[config.mk]
export PLATFORM = sky130hd
export DESIGN_NAME = clb_config_loader
export DESIGN_NICKNAME = d
export VERILOG_FILES = /design/src/rtl/clb_config_loader.sv
export SDC_FILE = /design/constraint.sdc
export NUM_CORES = 1
export LEC_CHECK = 0
export ABC_AREA = 1
export BUFFER_PORTS_ARGS = -buffer_cell sky130_fd_sc_hd__buf_4
export CAP_MARGIN = 0
export CORE_AREA = 2 2 58 60
export DETAILED_ROUTE_END_ITERATION = 12
export DIE_AREA = 0 0 60 62
export HOLD_SLACK_MARGIN = 0.15
export PLACE_DENSITY = 0.72
export SLEW_MARGIN = 15
export SYNTH_ARGS = -nofsm -noshare
export SYNTH_HDL_FRONTEND = slang
export SYNTH_SLANG_ARGS = --single-unit
[constraint.sdc]
create_clock -name prog_clk -period 4.2 [get_ports prog_clk]
set_clock_uncertainty 0.1 [all_clocks]
set_input_delay 1.05 -clock prog_clk [delete_from_list [all_inputs] [get_ports prog_clk]]
set_output_delay 1.05 -clock prog_clk [all_outputs]
set_load 0.05 [all_outputs]
[src/rtl/clb_config_loader.sv]
// CLB config loader: takes words over valid/ready, shifts them LSB-first into the CLB chain.
// Optional CRC-8 of the shifted stream on output crc when CLB_CFG_CRC_EN is defined.
module clb_config_loader #(
  parameter int NUM_CLBS     = 4,
  parameter int BITS_PER_CLB = 17,
  parameter int WORD_W       = 8,
  localparam int CHAIN_LEN   = NUM_CLBS * BITS_PER_CLB,
  localparam int BLW         = $clog2(CHAIN_LEN + 1)
) (
  input  logic              prog_clk,
  input  logic              prog_rst_n,
  input  logic              start,
  input  logic [WORD_W-1:0] cfg_data,
  input  logic              cfg_valid,
  output logic              cfg_ready,
  output logic              prog_in,
  output logic              prog_en,
  output logic              busy,
  output logic              done,
  output logic [BLW-1:0]    bits_left
`ifdef CLB_CFG_CRC_EN
  ,
  output logic [7:0]        crc
`endif
);

  localparam int NWORDS = (CHAIN_LEN + WORD_W - 1) / WORD_W;
  localparam int WLW    = $clog2(NWORDS + 1);
  localparam int IW     = (WORD_W > 1) ? $clog2(WORD_W) : 1;
  localparam int LAST_B = (CHAIN_LEN % WORD_W == 0) ? WORD_W
                                                    : CHAIN_LEN % WORD_W;

  typedef enum logic {IDLE, LOAD} state_t;

  state_t            state_q, state_d;
  logic [BLW-1:0]    bits_left_q, bits_left_d;
  logic [WLW-1:0]    words_left_q, words_left_d;
  logic [WORD_W-1:0] buf_q, buf_d, shifted;
  logic [IW-1:0]     idx_q, idx_d;
  logic [IW-1:0]     last_q, last_d;
  logic              prog_in_q, prog_in_d;
  logic              prog_en_q, prog_en_d;
  logic              done_q, done_d;
  logic              cfg_ready_q, cfg_ready_d;

  // buf_q bit 0 is always the bit currently on prog_in
  assign shifted = buf_q >> 1;

  always_comb begin
    state_d      = state_q;
    bits_left_d  = bits_left_q;
    words_left_d = words_left_q;
    buf_d        = buf_q;
    idx_d        = idx_q;
    last_d       = last_q;
    prog_in_d    = prog_in_q;
    prog_en_d    = 1'b0;
    done_d       = done_q;
    unique case (state_q)
      IDLE: begin
        if (start) begin
          state_d      = LOAD;
          done_d       = 1'b0;
          bits_left_d  = BLW'(CHAIN_LEN);
          words_left_d = WLW'(NWORDS);
        end
      end
      LOAD: begin
        if (prog_en_q)
          bits_left_d = bits_left_q - BLW'(1);
        if (prog_en_q && bits_left_q == BLW'(1)) begin
          state_d = IDLE;
          done_d  = 1'b1;
        end else if (prog_en_q && idx_q != last_q) begin
          buf_d     = shifted;
          prog_in_d = shifted[0];
          prog_en_d = 1'b1;
          idx_d     = idx_q + IW'(1);
        end else if (cfg_valid && cfg_ready_q) begin
          buf_d        = cfg_data;
          prog_in_d    = cfg_data[0];
          prog_en_d    = 1'b1;
          idx_d        = '0;
          last_d       = (words_left_q == WLW'(1)) ? IW'(LAST_B - 1)
                                                   : IW'(WORD_W - 1);
          words_left_d = words_left_q - WLW'(1);
        end
      end
    endcase
    // ready when empty, or presenting the last used bit (zero-bubble refill)
    cfg_ready_d = (state_d == LOAD) && (words_left_d != '0)
               && (!prog_en_d || idx_d == last_d);
  end

  always_ff @(posedge prog_clk or negedge prog_rst_n) begin
    if (!prog_rst_n) begin
      state_q      <= IDLE;
      bits_left_q  <= '0;
      words_left_q <= '0;
      buf_q        <= '0;
      idx_q        <= '0;
      last_q       <= '0;
      prog_in_q    <= 1'b0;
      prog_en_q    <= 1'b0;
      done_q       <= 1'b0;
      cfg_ready_q  <= 1'b0;
    end else begin
      state_q      <= state_d;
      bits_left_q  <= bits_left_d;
      words_left_q <= words_left_d;
      buf_q        <= buf_d;
      idx_q        <= idx_d;
      last_q       <= last_d;
      prog_in_q    <= prog_in_d;
      prog_en_q    <= prog_en_d;
      done_q       <= done_d;
      cfg_ready_q  <= cfg_ready_d;
    end
  end

`ifdef CLB_CFG_CRC_EN
  logic [7:0] crc_q, crc_d;

  always_comb begin
    crc_d = crc_q;
    if (state_q == IDLE && start)
      crc_d = '0;
    else if (prog_en_q)
      crc_d = {crc_q[6:0], 1'b0}
            ^ ({8{crc_q[7] ^ prog_in_q}} & 8'h07);
  end

  always_ff @(posedge prog_clk or negedge prog_rst_n) begin
    if (!prog_rst_n) crc_q <= '0;
    else             crc_q <= crc_d;
  end

  assign crc = crc_q;
`endif

  assign cfg_ready = cfg_ready_q;
  assign prog_in   = prog_in_q;
  assign prog_en   = prog_en_q;
  assign busy      = (state_q == LOAD);
  assign done      = done_q;
  assign bits_left = bits_left_q;

endmodule

## After elaboration in Yosys (flattened, before gate mapping)

Index checks and enable logic that the tools add are counted.

- Register bits: 30
- Output and inout bits: 12
- Word-level logic and storage cells: 65

- $add $sub $neg: 3
- Eq/ne operators: 7
- Multiplexer cells: 31
- Bitwise logic cells: 2
- Reduce and logical (&&, ||, !) cells: 12

Operators by type and width:

| operator | number |
|---|---|
| 3-bit 2-to-1 mux | 9 |
| 4-bit 2-to-1 mux | 4 |
| 8-bit 2-to-1 mux | 2 |
| 7-bit 2-to-1 mux | 2 |
| 7-bit one-hot mux with 2 select lines | 1 |
| 1-bit 2-to-1 mux | 10 |
| 4-bit one-hot mux with 2 select lines | 1 |
| 7-bit by 1-bit == test with 1-bit output (second input constant) | 1 |
| 7-bit by 1-bit subtractor with 7-bit output (second input constant) | 1 |
| 1-bit logical AND | 5 |
| 4-bit by 1-bit == test with 1-bit output (second input constant) | 1 |
| 2-bit by 1-bit inequality test with 1-bit output (second input constant) | 2 |
| 1-bit one-hot mux with 2 select lines | 2 |
| 2-bit AND reduction | 2 |
| 4-bit nonzero test | 1 |
| 4-bit by 1-bit subtractor with 4-bit output (second input constant) | 1 |
| 3-bit by 1-bit adder with 3-bit output (second input constant) | 1 |
| 3-bit == test | 1 |
| 3-bit inequality test | 1 |
| 3-bit AND reduction | 1 |
| 2-bit inequality test (second input constant) | 1 |
| 1-bit inverter | 2 |
| 2-bit nonzero test | 1 |
| 1-bit logical NOT | 1 |
| 1-bit logical OR | 1 |

## Longest topological paths before layout

- Depth in word-level cells: 9
- Gate-level depth with buffers: 15

## Least setup slack after synthesis

No wires, ideal clock.

- Path type: input-to-reg
- From: input cfg_valid
- To: register cfg_ready_q, in the netlist cfg_ready
- Arrival time: 1971 ps
- Data required time: 3978 ps
- Slack: 2007 ps
- Cell stages on the path: 9
- Cell sequence: nand2_1 > nor3_4 > nand2_2 > o21ai_0 > nand2_1 > nand2_1 > nand2_1 > o21ai_1 > a21oi_2

- Longest elaborated chain between the ends: 8

Ends and longest elaborated chain:

| what | RTL line | RTL |
|---|---|---|
| start, declared | 14 | `input logic cfg_valid,` |
| 1-bit logical AND (*) | 79 | `end else if (cfg_valid && cfg_ready_q) begin` |
| 4-bit 2-to-1 mux, or another cell as far along | 79 |  |
| 4-bit 2-to-1 mux, or another cell as far along | 74 | `end else if (prog_en_q && idx_q != last_q) begin` |
| 4-bit 2-to-1 mux, or another cell as far along | 71 | `if (prog_en_q && bits_left_q == BLW'(1)) begin` |
| 4-bit one-hot mux with 2 select lines, or another cell as far along | 59 | `unique case (state_q)` |
| 4-bit nonzero test, or another cell as far along | 91 | `cfg_ready_d = (state_d == LOAD) && (words_left_d != '0)` |
| 1-bit logical AND / 1-bit logical OR (equally long branches) | 91, 92 |  |
| 1-bit logical AND (*) | 92 | `&& (!prog_en_d \|\| idx_d == last_d);` |
| named net cfg_ready_d | 44 | `logic cfg_ready_q, cfg_ready_d;` |
| end signal, assigned | 117 | `cfg_ready_q <= cfg_ready_d;` |
| end, declared | 44 |  |

The timed path passes the listed nets; every way through them passes the cells marked *.
A chain may end at the register's enable or synchronous reset.

## Worst setup path in the final report

- From: register idx_q[0]
- To: register cfg_ready_q, in the netlist cfg_ready

- Longest elaborated chain between the ends: 8

Ends and longest elaborated chain:

| what | RTL line | RTL |
|---|---|---|
| start, declared | 39 | `logic [IW-1:0] idx_q, idx_d;` |
| start signal, assigned | 112 | `idx_q <= idx_d;` |
| parallel branches: the longest is 7 deep, another holds 3-bit by 1-bit adder with 3-bit output | -- |  |
| 1-bit logical AND (*) | 92 |  |
| named net cfg_ready_d | 44 |  |

Mark *: on every way through the listed nets, which the timed path passes.

==> impl_metrics.py <==
metrics = {
    "floorplanning": {
        "die_y_um": 62,
        "die_x_um": 60,
        "placementRows": 21,
        "coreArea_um2": 3180,
        "ioPinCount": 24,
        "start_util_pct": 51.3,
        "die_area_um2": 3720,
    },
    "logic_synthesis": {
        "synth_most_common_cell": "nand2_1",
        "synth_seq_cells": 29,
        "yosysSeqAreaShare_pct": 44.5,
        "synthTopCellsByArea": "dfrtp_1, nand2_1, inv_1, nand3_1, o21ai_0",
        "synth_top_area_cell": "dfrtp_1",
        "synth_top_area_share_pct": 44.5,
        "ys_warn_count": 0,
        "synthMuxAreaShare_pct": 0,
        "synthCells": 206,
        "synth_xor_area_share_pct": 0.537,
        "synth_top_family_by_area": "simple AND/OR/NAND/NOR gates",
        "synthArstFlopShare_pct": 100,
        "synth_fa_ha_area_share_pct": 3.83,
        "synth_area_um2": 1630,
        "yosys.area_share.simple_pct": 30.1,
        "synth_edf_count": 0,
        "ys.flop_type": "dfrtp_1",
        "netlist_top_cells_count": "nand2_1, inv_1, dfrtp_1",
        "synth_fp_nets": 223,
        "synth.distinct_cells": 28,
        "syn_area_per_cell_um2": 7.92,
        "synth_compound_area_share_pct": 11.0,
    },
    "grt": {
        "overflow": 0,
        "grt_pass1_vias": 1184,
        "grt_max_degree": 30,
        "grt_antenna_before_repair": 0,
        "track_usage_pct": 20.5,
        "grt_pass1_wl_mm": 5.40,
    },
    "finish": {
        "syn_to_final_growth_pct": 15.8,
        "diodes": 0,
        "fillers": 319,
        "nNetsFinal": 250,
        "regArea_um2": 726,
        "fin_area_um2": 1890,
        "multi_input_area_um2": 742,
        "drive_gt1_share_pct": 21.4,
    },
    "clocking": {
        "cts_max_level": 2,
        "numCtsBuffers": 5,
        "ctsHoldBuffers": 0,
        "cts_buffer_depth": 2,
        "worstSkewPairLatency_ns": 0.33,
        "cts.sinks": 29,
        "root_buffer": "clkbuf_4",
        "path_clk_slew_ns": 0.08,
        "tritoncts": "done",
        "postCtsSetupBuffers": 0,
        "cts_resized": 0,
    },
    "sta": {
        "setup_viol": 0,
        "hold_violations": 0,
        "fin_crit_sh_pct": 57.1,
        "slew_violations": 0,
        "grt_setup_unrepaired": "no",
        "clock.fmax_ghz": 0.417,
        "maxSlewHeadroom_pct": 29.0,
        "fin_tns_setup_ns": 0,
        "tightest_slew_ns": 1.06,
        "period_minus_slack_ns": 2.40,
    },
    "setup_path": {
        "critPathLaunch": "idx_q[0]",
        "worstPathMaxFanout": 15,
        "path_cells": "inv_2, nand2_1, nand2_1, nor2_1, a21oi_1, nand3_1, nand3_1, nand2_1, nor2_1, nand2_1, a21oi_2",
        "cp_num_buf_inv": 1,
        "crit_path_start_kind": "register",
        "timing.rr.start": "idx_q[0]",
        "r2r_slack_ns": 1.80,
        "worstPathArrival_ns": 2.56,
        "end_kind": "register",
        "crit_type": "register to register",
        "cp_slowest_cell": "a21oi_1",
        "slowest_delay_ns": 0.81,
        "critPathTopFamily": "compound AO/OA/AOI/OAI gates",
        "required_ns": 4.36,
        "critPathMostFrequentCell": "nand2_1",
    },
    "routing": {
        "wl_per_cell_um": 11.5,
        "drtIter0Drc": 40,
        "drt-total-wl_mm": 3.22,
        "first_pass_iters": 4,
        "drc": 0,
        "dr_total_vias": 1354,
        "ant_nets": 0,
        "viasPerCell": 4.84,
    },
    "worst_hold_path": {
        "min-delay-start": "done",
        "hp-class": "register to register",
    },
    "flow_run": {
        "max_cap_viol_count": 0,
    },
    "placement": {
        "gp_congestion": 0.855,
        "placed_area_um2": 1840,
        "dp_hpwl_mm": 2.35,
        "portBuffers": 23,
    },
    "power": {
        "p_per_area_nw_per_um2": 835,
        "vdd_drop_max_mv": 0.323,
        "p_leak_nw": 1.01,
    },
    "outcome": {
        "status": "complete, no violations",
    },
}
## sequential cells by signal, summed over array words and instances, names as in the netlist
name	cells
busy	1
cfg_ready	1
done	1
buf_q	8
bits_left	7
prog_en	1
last_q	3
words_left_q	4
idx_q	3
## logic make-up after synthesis
family | count (synthesis)
adders and majority gates | 5
buffers and inverters | 41
xor gates and xnor gates | 1
AOI/OAI and AO/OA | 32
DFF | 29
and+or+nand+nor | 98
## worst reg2reg max path, cell delays in order (launching register included)
cell,delay (ns)
dfrtp_1,0.46
inv_2,0.10
nand2_1,0.05
nand2_1,0.06
nor2_1,0.06
a21oi_1,0.81
nand3_1,0.19
nand3_1,0.15
nand2_1,0.06
nor2_1,0.12
nand2_1,0.07
a21oi_2,0.10
## metal layers
metal	vias up	track usage, %	share of wire, %
li1	715	-	-
met1	606	28.3	50
met2	23	29.7	44
met3	10	5.59	3.3
met4	0	10.5	2.4
met5	-	0	0
## cell usage in the layout, fill, tap and decap left out, drive strengths merged
cell type	n
a21oi	7
a31oi	1
buf	23
clkbuf	8
dfrtp	29
ha	5
inv	38
nand2	53
nand3	22
nand3b	2
nand4	2
nor2	15
nor3	1
nor4	2
o211ai	5
o21ai	18
o22ai	1
or2	1
xnor2	1
## stage by stage
step                total power [mW]  hold WS (ns)  worst slack, ns  utilization, %  std cells
finish                          1.58         0.415             1.80            59.4        280
global route                    1.73         0.438             1.45            59.4        280
CTS                             1.59         0.425             1.81            59.4        280
detailed placement              1.42         0.406             1.73            57.9        272
global placement                1.41         0.396             1.70            57.9        272
floorplan                       1.21         0.387             2.01               -        206
## path summary, 6_finish.rpt
check                       endpoint  depth (start not counted)
max                        cfg_ready                         11
min                             done                          2
max reg2reg                cfg_ready                         11
min reg2reg                     done                          2
max in group asynchronous   buf_q[0]                          1
min in group asynchronous       busy                          1
## layout make-up
class / instances / share of cell area [%]
Sequential cell: 29 / 38.4
Tap cell: 46 / 3.05
Timing Repair Buffer: 23 / 9.14
Multi-Input combinational cell: 136 / 39.3
Inverter: 38 / 7.55
Clock buffer: 8 / 2.58
## power breakdown
group	leakage [nW]	internal (mW)	switching, mW	total (mW)
combinational	0.651	0.295	0.612	0.907
clock	0.0265	0.0665	0.0909	0.157
sequential	0.336	0.403	0.109	0.512
total	1.01	0.765	0.812	1.58
No activity file was read; power rests on OpenSTA's default activity.
